### src/rtl/ps2_keycode_if.sv
// Bundle of PS/2 pin inputs and decoded keyboard outputs for ps2_keycode.
// master drives the keyboard pins and observes results; slave is the decoder.
interface ps2_keycode_if;
   logic        ps2_clk;
   logic        ps2_data;
   logic [15:0] keycode;
   logic        byte_valid;
   logic [7:0]  byte_data;
   logic        frame_err;

   modport master (output ps2_clk, ps2_data,
                   input  keycode, byte_valid, byte_data, frame_err);
   modport slave  (input  ps2_clk, ps2_data,
                   output keycode, byte_valid, byte_data, frame_err);
endinterface

### src/rtl/ps2_keycode.sv
// PS/2 set-2 receiver and two-slot HID keycode tracker for the game keys.
// Optional macro PS2_PARITY_CHECK_EN enables odd-parity rejection of frames.
module ps2_keycode #(
   parameter int TIMEOUT_CYCLES = 50000
) (
   input logic         Clk,
   input logic         Reset,
   ps2_keycode_if.slave bus
);

   localparam logic [15:0] TMO = 16'(TIMEOUT_CYCLES);

   typedef enum logic [1:0] {IDLE, DATA, PARITY, STOP} state_t;

   logic [1:0]  clk_p0, dat_p0;
   logic        clk_p2, fall_p2, bit_p2;
   state_t      state, state_next;
   logic [2:0]  cnt, cnt_next;
   logic [7:0]  shift, shift_next;
   logic [15:0] timer;
   logic        timeout, par_ok, frame_ok, frame_bad;
   logic [15:0] keycode;
   logic [7:0]  byte_data;
   logic        byte_valid, frame_err, ext, brk;
`ifdef PS2_PARITY_CHECK_EN
   logic        par, par_next;
`endif

   function automatic logic [7:0] map_key(input logic [7:0] sc);
      case (sc)
         8'h1D:   map_key = 8'h1A;
         8'h1C:   map_key = 8'h04;
         8'h1B:   map_key = 8'h16;
         8'h23:   map_key = 8'h07;
         8'h29:   map_key = 8'h2C;
         default: map_key = 8'h00;
      endcase
   endfunction

   // A released upper key pulls the lower key up so a lone key stays in [15:8].
   function automatic logic [15:0] update_keys(input logic [15:0] kc,
                                               input logic [7:0] k,
                                               input logic release_key);
      update_keys = kc;
      if (k != 8'h00) begin
         if (!release_key) begin
            if (k != kc[15:8] && k != kc[7:0]) begin
               if (kc[15:8] == 8'h00)     update_keys = {k, kc[7:0]};
               else if (kc[7:0] == 8'h00) update_keys = {kc[15:8], k};
            end
         end else if (kc[7:0] == k) begin
            update_keys = {kc[15:8], 8'h00};
         end else if (kc[15:8] == k) begin
            update_keys = {kc[7:0], 8'h00};
         end
      end
   endfunction

   // Synchronisers idle high so reset release never fakes a falling edge.
   always_ff @(posedge Clk or posedge Reset) begin
      if (Reset) begin
         clk_p0  <= 2'b11;
         dat_p0  <= 2'b11;
         clk_p2  <= 1'b1;
         fall_p2 <= 1'b0;
         bit_p2  <= 1'b1;
      end else begin
         clk_p0  <= {clk_p0[0], bus.ps2_clk};
         dat_p0  <= {dat_p0[0], bus.ps2_data};
         clk_p2  <= clk_p0[1];
         fall_p2 <= clk_p2 & ~clk_p0[1];
         bit_p2  <= dat_p0[1];
      end
   end

   assign timeout = (state != IDLE) && !fall_p2 && (timer == TMO);

`ifdef PS2_PARITY_CHECK_EN
   assign par_ok = ^{shift, par};
`else
   assign par_ok = 1'b1;
`endif

   always_comb begin
      state_next = state;
      cnt_next   = cnt;
      shift_next = shift;
      frame_ok   = 1'b0;
      frame_bad  = 1'b0;
`ifdef PS2_PARITY_CHECK_EN
      par_next   = par;
`endif
      if (timeout) begin
         state_next = IDLE;
         frame_bad  = 1'b1;
      end else if (fall_p2) begin
         case (state)
            IDLE: begin
               if (!bit_p2) begin
                  state_next = DATA;
                  cnt_next   = 3'd0;
               end
            end
            DATA: begin
               shift_next = {bit_p2, shift[7:1]};
               cnt_next   = cnt + 3'd1;
               if (cnt == 3'd7) state_next = PARITY;
            end
            PARITY: begin
`ifdef PS2_PARITY_CHECK_EN
               par_next   = bit_p2;
`endif
               state_next = STOP;
            end
            STOP: begin
               state_next = IDLE;
               if (bit_p2 && par_ok) frame_ok  = 1'b1;
               else                  frame_bad = 1'b1;
            end
            default: state_next = IDLE;
         endcase
      end
   end

   always_ff @(posedge Clk or posedge Reset) begin
      if (Reset) begin
         state <= IDLE;
         cnt   <= 3'd0;
         shift <= 8'h00;
         timer <= 16'd0;
`ifdef PS2_PARITY_CHECK_EN
         par   <= 1'b0;
`endif
      end else begin
         state <= state_next;
         cnt   <= cnt_next;
         shift <= shift_next;
`ifdef PS2_PARITY_CHECK_EN
         par   <= par_next;
`endif
         if (fall_p2 || timeout) timer <= 16'd0;
         else if (state != IDLE) timer <= timer + 16'd1;
      end
   end

   // Byte decoder: prefix flags and keycode update on the cycle after the stop edge.
   always_ff @(posedge Clk or posedge Reset) begin
      if (Reset) begin
         keycode    <= 16'h0000;
         byte_data  <= 8'h00;
         byte_valid <= 1'b0;
         frame_err  <= 1'b0;
         ext        <= 1'b0;
         brk        <= 1'b0;
      end else begin
         byte_valid <= frame_ok;
         frame_err  <= frame_bad;
         if (frame_bad) begin
            ext <= 1'b0;
            brk <= 1'b0;
         end
         if (frame_ok) begin
            byte_data <= shift;
            case (shift)
               8'hE0: ext <= 1'b1;
               8'hF0: brk <= 1'b1;
               default: begin
                  ext <= 1'b0;
                  brk <= 1'b0;
                  if (!ext) keycode <= update_keys(keycode, map_key(shift), brk);
               end
            endcase
         end
      end
   end

   assign bus.keycode    = keycode;
   assign bus.byte_data  = byte_data;
   assign bus.byte_valid = byte_valid;
   assign bus.frame_err  = frame_err;

endmodule

### src/flat_wrapper.sv
// flat-port wrapper written by rule: the top's interface ports become plain ports
module ps2_keycode_flat 
#(
   parameter int TIMEOUT_CYCLES = 50000
)
  (Clk, Reset, bus_ps2_clk, bus_ps2_data, bus_keycode, bus_byte_valid, bus_byte_data, bus_frame_err);
  ps2_keycode_if bus_i ();
  input logic Clk;
  input logic Reset;
  input wire logic [$bits(bus_i.ps2_clk)-1:0] bus_ps2_clk;
  input wire logic [$bits(bus_i.ps2_data)-1:0] bus_ps2_data;
  output wire logic [$bits(bus_i.keycode)-1:0] bus_keycode;
  output wire logic [$bits(bus_i.byte_valid)-1:0] bus_byte_valid;
  output wire logic [$bits(bus_i.byte_data)-1:0] bus_byte_data;
  output wire logic [$bits(bus_i.frame_err)-1:0] bus_frame_err;
  assign bus_i.ps2_clk = bus_ps2_clk;
  assign bus_i.ps2_data = bus_ps2_data;
  assign bus_keycode = bus_i.keycode;
  assign bus_byte_valid = bus_i.byte_valid;
  assign bus_byte_data = bus_i.byte_data;
  assign bus_frame_err = bus_i.frame_err;
  ps2_keycode #(.TIMEOUT_CYCLES(TIMEOUT_CYCLES)) u_core (.Clk(Clk), .Reset(Reset), .bus(bus_i));
endmodule
### config.mk
export PLATFORM = sky130hd
export DESIGN_NAME = ps2_keycode_flat
export DESIGN_NICKNAME = d
export VERILOG_FILES = /design/src/rtl/ps2_keycode_if.sv /design/src/rtl/ps2_keycode.sv /design/src/flat_wrapper.sv
export SDC_FILE = /design/constraint.sdc
export NUM_CORES = 1
export LEC_CHECK = 0
export CAP_MARGIN = 20
export CORE_UTILIZATION = 35
export DETAILED_ROUTE_END_ITERATION = 10
export GPL_TIMING_DRIVEN = 0
export REMOVE_ABC_BUFFERS = 1
export SYNTH_ARGS = -nofsm -noshare
export SYNTH_HDL_FRONTEND = slang
export SYNTH_SLANG_ARGS = --single-unit
### constraint.sdc
create_clock -name Clk -period 7.3 [get_ports Clk]
set_clock_uncertainty 0.05 [all_clocks]
set_input_delay 1.46 -clock Clk [delete_from_list [all_inputs] [get_ports Clk]]
set_output_delay 1.46 -clock Clk [all_outputs]
set_load 0.05 [all_outputs]
Word-level counts from Yosys, hierarchy flattened --
Cells that the tools add are included. Widths: inputs -> output; s select.
Word-level totals: input bits 4, register bits after elaboration 64, logic and storage cells 101, output and inout port bits 26
Cells by class: bitwise logic cells 5, $add $sub $neg 2, reductions and logical operators 22, muxes and demuxes 33, equality and inequality tests 23
Operators with widths (count):
- $mux 16 | 7
- $mux 8 | 4
- $pmux 6 s5 | 1
- $eq 8x5->1 const B | 3
- $add 16x1->16 const B | 1
- $eq 16x16->1 const B | 1
- $eq 8x6->1 const B | 2
- $eq 8x8->1 | 2
- $eq 8x8->1 const B | 2
- $logic_not 8->1 | 2
- $ne 8x8->1 | 2
- $reduce_and 8->1 | 2
- $reduce_bool 2->1 | 7
- $mux 1 | 12
- $mux 2 | 4
- $pmux 2 s4 | 1
- $reduce_bool 8->1 | 1
- $ne 2x2->1 const B | 3
- $ne 3x3->1 const B | 2
- $pmux 3 s2 | 1
- $reduce_and 3->1 | 2
- $eq 2x2->1 const B | 2
- $not 1->1 | 4
- $pmux 1 s2 | 2
- other kinds (13) | 15

Depth between registers and ports, before layout --
Gate-level depths: netlist (run 1).
depth in word-level cells 9, mapped depth 10, gate-level depth less buffers 9

Worst setup path after synthesis (run 1) --
No wires, ideal clock.
path type register -> register, from reg u_core.shift[5], to reg u_core.keycode[12] (netlist: u_core.bus.keycode[12]), setup time 122 ps, clock period less this slack 2320 ps, path slack 4980 ps, data required time 7128 ps, buffers on the path 2, cell stages (with the launch flop) 10, data arrival time 2148 ps, cells stage by stage dfrtp_1 > and3b_1 > clkbuf_1 > a21oi_1 > o2111a_1 > a211o_1 > nand4_1 > buf_2 > mux2_1 > o22a_1
Between the ends: word-level cells in the longest chain between the ends 9, elaborated cells on any way between the ends 26, those cells by class 13 x eq/ne; 7 x mux; 1 x bitwise; 5 x reduce/logical
Ends and longest elaborated chain:
- start: declaration | RTL line ps2_keycode.sv:19 | logic [7:0] shift, shift_next;
- start signal: assignment | RTL line ps2_keycode.sv:137 | shift <= shift_next;
- $eq 8x6->1 / $eq 8x5->1 (equally long branches) | RTL line ps2_keycode.sv:30 | case (sc)
- $pmux 6 s5 | RTL line ps2_keycode.sv:30
- $mux 8 | RTL line ps2_keycode.sv:170 | if (!ext) keycode <= update_keys(keycode, map_key(shift), brk);
- $mux 8 | RTL line ps2_keycode.sv:164 | case (shift)
- $mux 8 | RTL line ps2_keycode.sv:162 | if (frame_ok) begin
- $ne 8x8->1 | RTL line ps2_keycode.sv:47 | if (k != kc[15:8] && k != kc[7:0]) begin
- $logic_and 1x1->1 | RTL line ps2_keycode.sv:47
- $reduce_bool 2->1 (no line)
- $reduce_and 8->1 (no line)
- end signal: assignment | RTL line ps2_keycode.sv:170
- end: declaration | RTL line ps2_keycode.sv:22 | logic [15:0] keycode;
Several ways; a longest one is shown, not always the timed one. The select of a mux whose other input is x is not followed. A chain may end at the register's enable or synchronous reset.

Worst setup path after layout (run 1) --
from reg u_core.keycode[1] (netlist: u_core.bus.keycode[1]), to out bus_keycode[1]
RTL lines:
- end: declaration | RTL line flat_wrapper.sv:12 | output wire logic [$bits(bus_i.keycode)-1:0] bus_keycode;
No word-level cell between the ends.

==> key figures, run 1 <==
Status
  • Status: complete, but fails checks
  • Violated checks: design-rule violations

Drt
  • Routed wire per std cell: about 14 µm
  • Post-DRT Antenna Nets: 0
  • Total number of vias: about 2,400
  • Pre-antenna DRT Iters: 8
  • Initial DRC count: between 60 and 70
  • Routed WL: ~6.3 mm
  • # DRC: 4
  • Post-DR vias/cell: between 5 and 6

CTS
  • Clk pin slew, worst setup/hold paths: roughly 0.08 ns
  • CTS tree: built
  • CTS max path bufs: 2
  • Post_cts resized: 0
  • Hold-fix buffers at CTS: 0
  • Clock Latency Late Sink: roughly 0.34 ns
  • H-tree depth: 3
  • Sink Count: 60
  • CTS Root Cell: clkbuf_8
  • Post CTS Setup Buffer Count: 0
  • Cts bufs inserted: 9

Worst setup path
  • CP Class: register to output port
  • Reg2Reg Depth: 7
  • CP endpoint: bus_keycode[1]
  • CP Launch Point: u_core.bus.keycode[1]$_DFFE_PP0P_
  • FF-to-FF Start: u_core.shift[0]$_DFFE_PP0P_
  • R2R Path End: u_core.bus.keycode[0]$_DFFE_PP0P_
  • CP Launch Type: register
  • CP Data Arrival Time: between 1.5 and 2 ns
  • Reg2reg setup slack: around 4.4 ns
  • Crit path buffers/inverters: 1
  • CP cell instances: clkdlybuf4s50_1
  • CP max stage delay: roughly 0.86 ns
  • WP depth: 1
  • CP max FO: 7
  • Crit-path leading delay family: buffers and inverters
  • Worst setup EP type: output port
  • Crit-path slowest cell: clkdlybuf4s50_1
  • CP required: 5.79 ns

Power
  • Sequential share of power: 44.4%
  • Pint: 0.691 mW
  • Worst vdd ir: approximately 0.16 mV
  • PwrDens: ~270 nW/µm²
  • Net Sw Frac: 31.7%
  • Lkg Pwr: 1.72 nW
  • Net Sw Power: 0.321 mW
  • Combinational share of power: around 23%
  • Clock network power share: between 30% and 40%

Global routing
  • Gr usage total: between 10 and 15%
  • Largest net degree at the start of global routing: 43
  • First-pass GRT wire length: about 11 mm
  • GR Overflow Total: 0
  • Number of global-route vias before repair: between 2,000 and 2,500
  • Initial antenna violation count: 0

Floorplanning
  • Die ar.: between 9000 and 10,000 µm²
  • Core Area: ~9000 µm²
  • Starting Density: 36.7%
  • Site row count: 34
  • I/O Pins: 30
  • Die span in y: a little under 100 µm
  • Die W: 98.3 µm

Yosys
  • Mux share of post-synthesis cell area: approximately 6.9%
  • Ranking of synthesized cells by area: dfrtp_1 42%, mux2_2 5.2%, dfstp_2 4.9%, xor2_1 3.5%, ha_1 3.5%
  • Largest family of logic cells by synthesized area: simple AND/OR/NAND/NOR gates
  • Post-synthesis adder-cell area fraction: roughly 3.5%
  • Dominant synthesized flop cell: dfrtp_1
  • Synth Area in Compound Gates: 14.3%
  • Synthesized area per cell: 10.6 µm²
  • Largest area contributor in the synthesized netlist: dfrtp_1
  • Register area share after synthesis: approximately 46%
  • Post-synthesis xor/xnor area fraction: under 10%
  • Asr flop ratio synth: between 90% and 100%
  • Mapped Cells: around 310
  • Ys Warns: 0
  • #FFs+latches synth: 60
  • Post-synth EDFFs: 0
  • Synth cell types: slightly below 60
  • Post-Syn Area: around 3200 µm²
  • Simple-gate portion of the synthesized area: 18.7%
  • Synth top area share: 41.6%

Min path
  • Min-Delay Path Class: register to register

Timing
  • RSZ-0062 raised after global routing: no
  • Setup TNS: 0 ns
  • Setup Viol. Count Final: 0
  • Slew Limit Fails: 0
  • Fin crit share: roughly 44%
  • Min Hold Slack: around 0.31 ns
  • Worst Tran Pin Value: 0.634 ns
  • Max_slew headroom: about 58%
  • Highest clock rate: between 300 and 400 MHz
  • Hold Violations, Final: 0
  • Minimum clock period: 3.21 ns
  • Final worst slack: between 4 and 5 ns

Placed design
  • GPL Wtd Cong: roughly 0.85
  • Dpl cell area: between 3000 and 4000 µm²
  • IO buf count: 25
  • HPWL Detailed: 4.44 mm
  • Worst slack at placement: ~4.4 ns

Cells and area
  • Post-layout util: 42.9%
  • Share of cells above drive strength 1: between 10% and 20%
  • Post-route cell area: 3790 µm²
  • Synth-to-layout area growth: 16.8%
  • Nets: roughly 340
  • Most frequent cells in the layout: 54 x dfrtp_1, 26 x nor2_1, 25 x clkdlybuf4s50_1
  • Antenna Cells: 0
  • Most common cell after layout, fill and taps aside: dfrtp_1
  • Layout filler cell count: between 800 and 900

Run
  • Max-cap violations: 0
==> cell type report <==
class                   count  area [µm²]  area share (%)
inverters                  15        56.3            1.48
clock inverters             4        72.6            1.91
clock buffers              12         155            4.09
repair buffers             26         270            7.13
well taps                 108         135            3.56
flip-flops and latches     60        1510            39.8
multi-input cells         218        1590            42.0
==> worst min path at each step <==
stage                                           from                         end  slack [ns]  cells past startpoint
final                     u_core.dat_p0[0]$_DFF_PP1_  u_core.dat_p0[1]$_DFF_PP1_        0.31                      0
after CTS                 u_core.dat_p0[0]$_DFF_PP1_  u_core.dat_p0[1]$_DFF_PP1_        0.31                      0
after global routing      u_core.dat_p0[1]$_DFF_PP1_     u_core.bit_p2$_DFF_PP1_        0.32                      0
after detailed placement  u_core.dat_p0[0]$_DFF_PP1_  u_core.dat_p0[1]$_DFF_PP1_        0.30                      0
after floorplan           u_core.dat_p0[1]$_DFF_PP1_     u_core.bit_p2$_DFF_PP1_        0.30                      0
after global placement    u_core.dat_p0[0]$_DFF_PP1_  u_core.dat_p0[1]$_DFF_PP1_        0.30                      0
==> cells in the mapped netlist (all sizes together) (4+ instances only) <==
library cell / number
dfrtp: 54
nor2: 26
mux2: 19
nand2: 18
inv: 14
xor2: 14
nand3: 13
buf: 12
a21oi: 9
ha: 9
nand4: 8
nor2b: 7
o2bb2ai: 7
dfstp: 6
o21ai: 6
o22a: 6
nor3b: 5
xnor2: 5
a2111oi: 4
and3: 4
clkbuf: 4
nand3b: 4
o211ai: 4
==> per-layer routing <==
layer  wire length [µm]  vias up  global-route usage, %
li1                   -     1150                      -
met1               3070     1180                   18.2
met2               3050       33                   24.1
met3                175        5                   3.44
met4                 46        0                   4.13
met5                  0        -                      0
==> registers in the layout, indices dropped and copies added, names as in the netlist <==
signal,flops
u_core.fall_p2,1
u_core.state,2
u_core.timer,16
u_core.clk_p2,1
u_core.ext,1
u_core.cnt,3
u_core.bus.byte_data,8
u_core.shift,8
u_core.bus.byte_valid,1
u_core.bus.keycode,12
u_core.bit_p2,1
u_core.brk,1
u_core.bus.frame_err,1
u_core.clk_p0,2
u_core.dat_p0,2
==> through the flow <==
step	instances	total power, mW
after detailed placement	427	0.684
after CTS	443	1.03
final	443	1.01
after global placement	426	0.675
after global routing	443	1.08
after floorplan	293	0.618
==> power by group through the flow <==
stage               registers, mW  clock network, mW  logic (mW)
finish                      0.450              0.335       0.228
global route                0.461              0.360       0.257
CTS                         0.450              0.347       0.230
detailed placement          0.455                  0       0.229
global placement            0.454                  0       0.222
floorplan                   0.463                  0       0.155
==> logic make-up (layout without fill, tap and decap cells) <==
group / after synthesis / in the layout
other: 1 / 4
xor gates and xnor gates: 19 / 19
buffers and inverters: 31 / 57
AOI/OAI and AO/OA: 59 / 59
and+or+nand+nor: 107 / 107
muxes: 20 / 20
DFF: 60 / 60
adders and majority gates: 9 / 9
Power figures use the tool's default switching activity.
==> inputs of run 2 (changes only) <==
==> constraint.sdc (replaced) <==
create_clock -name Clk -period 3.3 [get_ports Clk]
set_clock_uncertainty 0.05 [all_clocks]
set_input_delay 0.66 -clock Clk [delete_from_list [all_inputs] [get_ports Clk]]
set_output_delay 0.66 -clock Clk [all_outputs]
set_load 0.05 [all_outputs]
==> results of run 2 <==
The final DEF is identical to that of run 1. Status: complete, but fails checks: design-rule violations.
Among the figures that moved: setup slack after placement 4.45 ns -> 0.447 ns; setup slack after layout 4.09 ns -> 0.439 ns; start point of the critical path u_core.bus.keycode[1]$_DFFE_PP0P_ -> u_core.shift[0]$_DFFE_PP0P_; end point of the critical path bus_keycode[1] -> u_core.bus.keycode[0]$_DFFE_PP0P_; register-to-register setup slack 4.44 ns -> 0.44 ns; total power 1.01 mW -> 2.24 mW; worst IR drop on VDD 0.155 mV -> 0.343 mV
==> inputs of run 3 (changes only) <==
--- a/config.mk
+++ b/config.mk
@@ -6,6 +6,7 @@
 export NUM_CORES = 1
 export LEC_CHECK = 0
 export CAP_MARGIN = 20
+export CORE_MARGIN = 10
 export CORE_UTILIZATION = 35
 export DETAILED_ROUTE_END_ITERATION = 10
 export GPL_TIMING_DRIVEN = 0
==> run 3 against run 2 <==
The flow now finishes without violations. Largest cell class unchanged. Non-clock buffer count unchanged. Largest power group unchanged. Critical path type unchanged. Global-route usage is 3.7 points lower. Maximum frequency shrank 2.8%. Critical path depth stayed put. Flip-flop and latch count stayed put.
==> key figures, run 3 (synthesized netlist as in run 1, its figures left out) <==
Drt
  • Routed WL: 6.69 mm (+5.6%)
  • Routed wire per std cell: 15.0 µm (+4.9%)
  • Total number of vias: 2,386 (+0.76%)
  • Pre-antenna DRT Iters: 4 (-4)
  • Post-DRT Antenna Nets: 0 (unchanged)
  • Initial DRC count: 107 (+62%)
  • # DRC: 0 (-4)
  • Post-DR vias/cell: 5.35 (about the same)

Cells and area
  • Top flop regs: u_core.timer (16), u_core.bus.keycode (12)
  • Layout filler cell count: 885 (-0.11%)
  • Most common cell after layout, fill and taps aside: dfrtp_1
  • Area of the multi-input gates: 1590 µm² (unchanged)
  • Most frequent cells in the layout: 54 x dfrtp_1, 26 x nor2_1, 25 x clkdlybuf4s50_1
  • Max reg flops: 16 (unchanged)
  • Nets: 343 (unchanged)
  • Reg with most FFs: u_core.timer
  • Synth-to-layout area growth: 16.0%
  • Finished Layout Cells: 446 (+0.68%)
  • Post-layout util: 41.1% (-1.7 points)
  • Antenna Cells: 0 (unchanged)
  • Post-route cell area: 3770 µm² (-0.69%)
  • Reg area: 1510 µm² (unchanged)
  • Share of cells above drive strength 1: 13.7% (-0.60 points)

Floorplanning
  • Die W: 116 µm (+18%)
  • Site row count: 35 (+2.9%)
  • Starting Density: 35.5% (-1.2 points)
  • Core Area: 9150 µm² (+3.4%)
  • I/O Pins: 30 (unchanged)
  • Die ar.: 13,500 µm² (+40%)
  • Die span in y: 116 µm (+18%)

CTS
  • CTS tree: built
  • Sink Count: 60 (unchanged)
  • Hold-fix buffers at CTS: 0 (unchanged)
  • Post CTS Setup Buffer Count: 0 (unchanged)
  • Clk pin slew, worst setup/hold paths: 0.07 ns (about the same)
  • Cts bufs inserted: 9 (unchanged)
  • Post_cts resized: 0 (unchanged)
  • Clock Latency Late Sink: 0.34 ns (about the same)
  • CTS max path bufs: 2 (unchanged)
  • CTS Root Cell: clkbuf_8
  • H-tree depth: 3 (unchanged)

Timing
  • Worst Tran Pin Value: 0.664 ns (+0.0303 ns)
  • Final worst slack: about 0.36 ns
  • Setup Viol. Count Final: 0 (unchanged)
  • Hold Violations, Final: 0 (unchanged)
  • Max_slew headroom: 55.5% (-2.0 points)
  • Slew Limit Fails: 0 (unchanged)
  • Setup TNS: 0 ns (unchanged)
  • Fin crit share: 89.2%
  • RSZ-0062 raised after global routing: no
  • Highest clock rate: 340 MHz
  • Min Hold Slack: 0.306 ns (-0.000102 ns)
  • Minimum clock period: 2.94 ns

Global routing
  • Number of global-route vias before repair: 2,370 (-0.38%)
  • First-pass GRT wire length: 11.4 mm (+3.0%)
  • Initial antenna violation count: 0 (unchanged)
  • Largest net degree at the start of global routing: 36 (-16%)
  • GR Overflow Total: 0 (unchanged)
  • Gr usage total: 10.6% (-3.7 points)

Worst setup path
  • CP cell instances: nor3b_2 -> nand3_1 -> nor2b_1 -> xor2_1 -> nand4_1 -> a211o_1 -> o2bb2ai_1
  • Crit-path leading delay family: simple AND/OR/NAND/NOR gates
  • CP Launch Type: register
  • CP Data Arrival Time: 3.12 ns
  • Crit path buffers/inverters: 0
  • CP Class: register to register
  • Crit-path slowest cell: nor3b_2
  • CP max FO: 11
  • CP required: ~3.5 ns
  • CP max stage delay: 0.61 ns
  • Worst setup EP type: register

Placed design
  • IO buf count: 25 (unchanged)
  • Dpl cell area: 3570 µm² (+0.11%)
  • Worst slack at placement: approximately 0.41 ns
  • Dpl cells: 430 (+0.70%)
  • GPL Wtd Cong: 0.893 (+4.6%)
  • HPWL Detailed: 4.71 mm (+6.0%)

Power
  • Final Power: around 2.2 mW
  • PwrDens: ~570 nW/µm²
  • Worst vdd ir: around 0.27 mV
  • Lkg Pwr: 1.71 nW (-0.69%)

Status
  • Status: completed

Min path
  • Min-Delay Path Class: register to register

Run
  • Max-cap violations: 0 (unchanged)
==> run 3: changes by cell type in the layout (fill, tap and decap cells not counted), sizes merged <==
cell and delta:
bufinv -1, clkbuf +2, clkinvlp -1
==> run 3: final cells by class <==
type	instances	area share, %
Inverter	15	1.50
Tap cell	111	3.69
Multi-Input combinational cell	218	42.3
Sequential cell	60	40.1
Timing Repair Buffer	26	7.18
Clock buffer	14	4.32
Clock inverter	2	0.930
==> run 3: metal layers <==
metal	up-vias	global-route usage, %	share of wire, %
met3	12	3.90	4.8
li1	1151	-	-
met5	-	0	0
met2	36	16.4	47
met1	1187	13.0	46
met4	0	4.25	1.5
==> run 3: worst paths after layout <==
check	slack, ns	depth (start not counted)	to	startpoint
hold reg to reg	0.31	0	u_core.dat_p0[1]$_DFF_PP1_	u_core.dat_p0[0]$_DFF_PP1_
max in group asynchronous	1.98	3	u_core.bus.byte_valid$_DFF_PP0_	Reset
setup reg to reg	0.36	7	u_core.bus.keycode[0]$_DFFE_PP0P_	u_core.shift[0]$_DFFE_PP0P_
min in group asynchronous	0.64	2	u_core.timer[5]$_DFFE_PP0P_	Reset
setup / recovery	0.36	7	u_core.bus.keycode[0]$_DFFE_PP0P_	u_core.shift[0]$_DFFE_PP0P_
hold / removal	0.31	0	u_core.dat_p0[1]$_DFF_PP1_	u_core.dat_p0[0]$_DFF_PP1_
==> run 3: power by group <==
group / switching (mW) / leakage (nW) / internal, mW / total, mW
clock network: 0.275 / 0.101 / 0.390 / 0.665
registers: 0.154 / 0.801 / 0.844 / 0.998
logic: 0.283 / 0.807 / 0.217 / 0.500
total: 0.712 / 1.71 / 1.45 / 2.16
==> RTL change 1 (settings of run 2) <==
Add a define of `PS2_PARITY_CHECK_EN`.
--- a/src/rtl/ps2_keycode.sv
+++ b/src/rtl/ps2_keycode.sv
@@ -1,5 +1,7 @@
 // PS/2 set-2 receiver and two-slot HID keycode tracker for the game keys.
 // Optional macro PS2_PARITY_CHECK_EN enables odd-parity rejection of frames.
+`define PS2_PARITY_CHECK_EN
+
 module ps2_keycode #(
    parameter int TIMEOUT_CYCLES = 50000
 ) (
Formal check against the unedited RTL: no difference found for any inputs over 10 cycles, from zero or initial values and one cycle with Reset high; that may be too few to reach the edited logic, so the function may still have changed.
==> RTL change 1 against run 2 <==
  * Sequential cell count grew 1
  * First-iteration DRC count grew 20%
  * Non-clock buffer count increased by 1
  * Largest cell class unchanged
  * Worst hold slack worse by 0.0027 ns
  * Via count is 0.34% higher
  * Cell area rose by 2.3%
  * Total power increased by 6.0%
  * Area after synthesis increased by 2.4%
  * Setup slack worse by 0.19 ns
  * Critical endpoint is now u_core.bus.keycode[10]$_DFFE_PP0P_
  * Routed wire length rose by 3.1%
==> RTL change 1: results (changes against run 2) <==
Run status
  • Run status: complete, no violations

Logic synthesis
  • Sequential fraction of the synthesis area: 46.2% (-0.33 points)
  • Most common flop cell mapped by yosys: dfrtp_1
  • Mapped Cells: 315 (+2.9%)
  • Post-synth cell types: 57 (-3.4%)
  • Post-synth EDFFs: 0 (unchanged)
  • Top post-synthesis cells by area: dfrtp_1 41%, mux2_2 7.8%, dfstp_2 4.7%
  • Post-synth ARST share: 100% (unchanged)
  • Post-synth top cells: 55 x dfrtp_1, 23 x mux2_2, 23 x nor2_1
  • Yosys warning count: 0 (unchanged)

Timing
  • Worst-Margin Slew: 0.771 ns (+0.137 ns)
  • Slew Viols, Final: 0 (unchanged)

Clock tree
  • PostCTS Resize Cnt: 0 (unchanged)
  • Post-CTS setup buffer count: 0 (unchanged)
  • CTS Buffer Depth: 2 (unchanged)
  • CTS Buf Count: 9 (unchanged)
  • Worst-Skew Late Latency: 0.34 ns (about the same)
  • CTS clk-pin slew, worst paths: 0.07 ns
  • CTS H-tree lvls: 3 (unchanged)
  • Clk root buf: clkbuf_8

Power
  • Seq pwr share: 44.5% (about the same)
  • Sw Share: 34.4% (+2.7 points)
  • P_leak: 0.00163 µW (-5.0%)
  • Combinational Power Share: 27.8% (+5.3 points)
  • Worst VDD drop: 0.218 mV (-36%)

Routing
  • 1st-iter DRT viols: 79 (+20%)
  • Routed WL per cell: 13.8 µm (-3.4%)
  • DRT Wirelength: 6540 µm (+3.1%)
  • Top sig layer: met4
  • Drt pass-1 iters: 4 (-4)
  • Routed length on met2: 3230 µm (+5.8%)
  • Final ANT Viol Nets: 0 (unchanged)
  • DR vias/cell: 5.02 (-6.0%)
  • M1 wire length: 3020 µm (-1.6%)
  • Routed length on met3: 182 µm (+4.0%)

GRT
  • Pin count of the biggest net entering global routing: 38 (-12%)
  • Number of global-route vias before repair: 2286 (-3.9%)
  • GRT Total Usage: 14.6% (+0.34 points)
  • Global-route wire length before repair: 11300 µm (+1.8%)
  • Antenna violations before repair: 0 (unchanged)

Place
  • Final RePlAce weighted congestion: 0.867 (+1.5%)
  • Area of placed instances: 3690 µm² (+3.4%)
  • Placed cells: 457 (+7.0%)
  • Port bufs: 25 (unchanged)
  • Final HPWL DP: 4610 µm (+4.0%)

Setup path
  • Crit path max fanout: 15 (+4)

Layout
  • Fraction of layout cells with a size suffix above 1: 17.7% (+3.4 points)
  • Biggest regs: u_core.timer (16), u_core.bus.keycode (12)
  • Antenna cells: 0 (unchanged)
  • Final Net Count: 352 (+2.6%)

Min path
  • Worst hold path type: flop to flop
RTL change 1: changes by cell type after synthesis, moves of 4 or more:
cell | before | now
a2111oi_0 | 4 | 0
clkbuf_1 | 3 | 9
inv_1 | 14 | 21
mux2_1 | 4 | 0
mux2_2 | 15 | 23
o22a_1 | 6 | 0
o22ai_1 | 1 | 10
o2bb2ai_1 | 7 | 0
xnor2_1 | 5 | 13
xor2_1 | 13 | 7
RTL change 1: area by class of cell:
type / instances / area (µm²)
inverters: 21 / 78.8
clock buffers: 12 / 145
fillers: 888 / 5360
well taps: 129 / 161
flip-flops and latches: 61 / 1530
repair buffers: 27 / 278
clock inverters: 4 / 47.5
multi-input cells: 219 / 1640
RTL change 1: cell families (layout without fill, tap and decap cells):
logic type | Yosys count | in the layout | synth area share, %
buffers and inverters | 38 | 64 | 4.97
other | 1 | 4 | 0.113
adder cells (fa/ha/maj) | 9 | 9 | 3.39
XOR/XNOR | 22 | 22 | 6.63
AND/OR/NAND/NOR | 108 | 108 | 18.4
multiplexers | 25 | 25 | 8.77
AO/OA/AOI/OAI | 51 | 51 | 11.6
flip-flops | 61 | 61 | 46.2
RTL change 1: layer usage:
| metal | GRT usage, % | vias up |
|---|---|---|
| li1 | - | 1164 |
| met2 | 24.1 | 39 |
| met4 | 5.77 | 0 |
| met5 | 0 | - |
| met1 | 18.3 | 1159 |
| met3 | 3.79 | 14 |
RTL change 1: stage by stage:
stage	worst slack, ns	total power [µW]	hold slack (ns)	utilization (%)	TNS, ns
after detailed placement	0.266	1730	0.297	39.9	0
after global routing	0.0563	2530	0.313	42.0	0
after CTS	0.257	2410	0.307	42.0	0
after global placement	-0.297	1710	0.298	39.6	-6.34
after floorplan	0.333	1560	0.295	-	0
final	0.246	2380	0.303	42.0	0
RTL change 1: critical path, cell delays in order (launching register included):
cell	delay [ns]
dfrtp_1	0.57
nor4b_4	0.47
nand4_1	0.42
a211o_1	0.38
a32oi_2	0.25
a21oi_1	0.14
o21ai_4	0.27
mux2_2	0.37
RTL change 1: path summary, 6_finish.rpt:
kind | slack [ns] | end | depth (start not counted) | from
worst max-delay path | 0.25 | u_core.bus.keycode[10]$_DFFE_PP0P_ | 7 | u_core.shift[2]$_DFFE_PP0P_
worst min-delay path | 0.30 | u_core.bit_p2$_DFF_PP1_ | 0 | u_core.dat_p0[1]$_DFF_PP1_
worst max register to register | 0.25 | u_core.bus.keycode[10]$_DFFE_PP0P_ | 7 | u_core.shift[2]$_DFFE_PP0P_
worst min register to register | 0.30 | u_core.bit_p2$_DFF_PP1_ | 0 | u_core.dat_p0[1]$_DFF_PP1_
max in group asynchronous | 1.80 | u_core.dat_p0[0]$_DFF_PP1_ | 3 | Reset
min in group asynchronous | 0.73 | u_core.bus.keycode[4]$_DFFE_PP0P_ | 2 | Reset
==> RTL change 2 (settings of run 2) <==
Made on the original files. The 4 states of `state_t` get a one-hot encoding in 4 bits.
--- a/src/rtl/ps2_keycode.sv
+++ b/src/rtl/ps2_keycode.sv
@@ -10,7 +10,7 @@
 
    localparam logic [15:0] TMO = 16'(TIMEOUT_CYCLES);
 
-   typedef enum logic [1:0] {IDLE, DATA, PARITY, STOP} state_t;
+   typedef enum logic [3:0] {IDLE = 4'b0001, DATA = 4'b0010, PARITY = 4'b0100, STOP = 4'b1000} state_t;
 
    logic [1:0]  clk_p0, dat_p0;
    logic        clk_p2, fall_p2, bit_p2;
Behaviour: same outputs for any inputs over 10 cycles, from zero or initial values and one cycle with Reset high; not proved beyond that.
==> RTL change 2 against run 2 <==
  * Combinational power shrank 21%
  * Total power shrank 8.0%
  * Sequential cell count grew 2
  * Area after synthesis grew 1.4%
  * Setup slack lost 0.21 ns
  * Global-route usage grew 1.6 points
  * Clock power shrank 8.9%
  * Fmax shrank 6.7%
  * Cell area grew 1.3%
  * Routed wire length grew 9.0%
==> RTL change 2: results (changes against run 2) <==
Routing
  • Routed length on met2: 3470 µm (+14%)
  • Routed WL per cell: 14.4 µm (+1.0%)
  • Drt pass-1 iters: 5 (-3)
  • Routed length on met3: 293 µm (+67%)

Power
  • Net Switching: 683 µW (-3.9%)
  • Seq pwr share: 47.9% (+3.5 points)
  • Logic power comb: 397 µW (-21%)

GRT
  • Global-route track usage on met3: 5.74% (+2.3 points)
  • GRT Total Usage: 15.9% (+1.6 points)
  • Global routing usage on met2: 27.5% (+3.4 points)
  • Global-route wire length before repair: 12100 µm (+9.3%)

Logic synthesis
  • Mux cell area share after synthesis: 5.09% (-1.8 points)
  • Mapped Cells: 337 (+10%)
  • Sequential fraction of the synthesis area: 47.4% (+0.90 points)
  • Post-synth top cells: 55 x dfrtp_1, 48 x nand2_1, 37 x nor2_1
  • Top post-synthesis cells by area: dfrtp_1 42%, dfstp_2 5.6%, nand2_1 5.5%
  • Synth Area in Compound Gates: 12.9% (-1.3 points)

Setup path
  • Reg2Reg Setup Slack: 0.23 ns (-0.21 ns)
  • Crit path capture: u_core.bus.keycode[10]$_DFFE_PP0P_
  • Crit path arrival time: 3.25 ns (+0.21 ns)
  • Reg-to-Reg Start: u_core.shift[2]$_DFFE_PP0P_

Place
  • Final RePlAce weighted congestion: 0.850 (-0.48%)
  • Placed cells: 462 (+8.2%)
  • Final HPWL DP: 4920 µm (+11%)

Layout
  • Clock buffers: 9 (-3)

Run status
  • Run status: complete, no violations

Clock tree
  • Sink Count: 62 (+3.3%)
==> RTL change 2: changes by cell type after synthesis, sizes merged, moves of 5 or more <==
cell     delta
mux2        -7
o2bb2ai     -7
o22a        -6
nor2       +11
buf         -5
ha          -5
a221oi      +6
nand2      +31
o21ai      +15
==> RTL change 2: what timing repair did <==
action,in CTS,in global routing
resized for setup,0,3
hold buffers,0,0
setup endpoints to repair,0,12
buffers inserted,0,0
==> RTL change 2: worst max-delay path, stage by stage (launching register included) <==
cell      delay [ns]
dfrtp_1         0.47
or4b_1          0.72
nor3b_2         0.43
a211o_2         0.25
o211ai_2        0.22
a211oi_2        0.29
a41o_4          0.20
mux2_4          0.31
==> RTL change 2: metrics by stage <==
stage | instance area, µm² | setup WS [ns]
3_5_place_dp | 3620 | 0.193
4_1_cts | 3820 | 0.121
5_1_grt | 3840 | 0.0979
3_3_place_gp | 3600 | -0.0540
2_1_floorplan | 3220 | 0.523
6_report | 3840 | 0.233
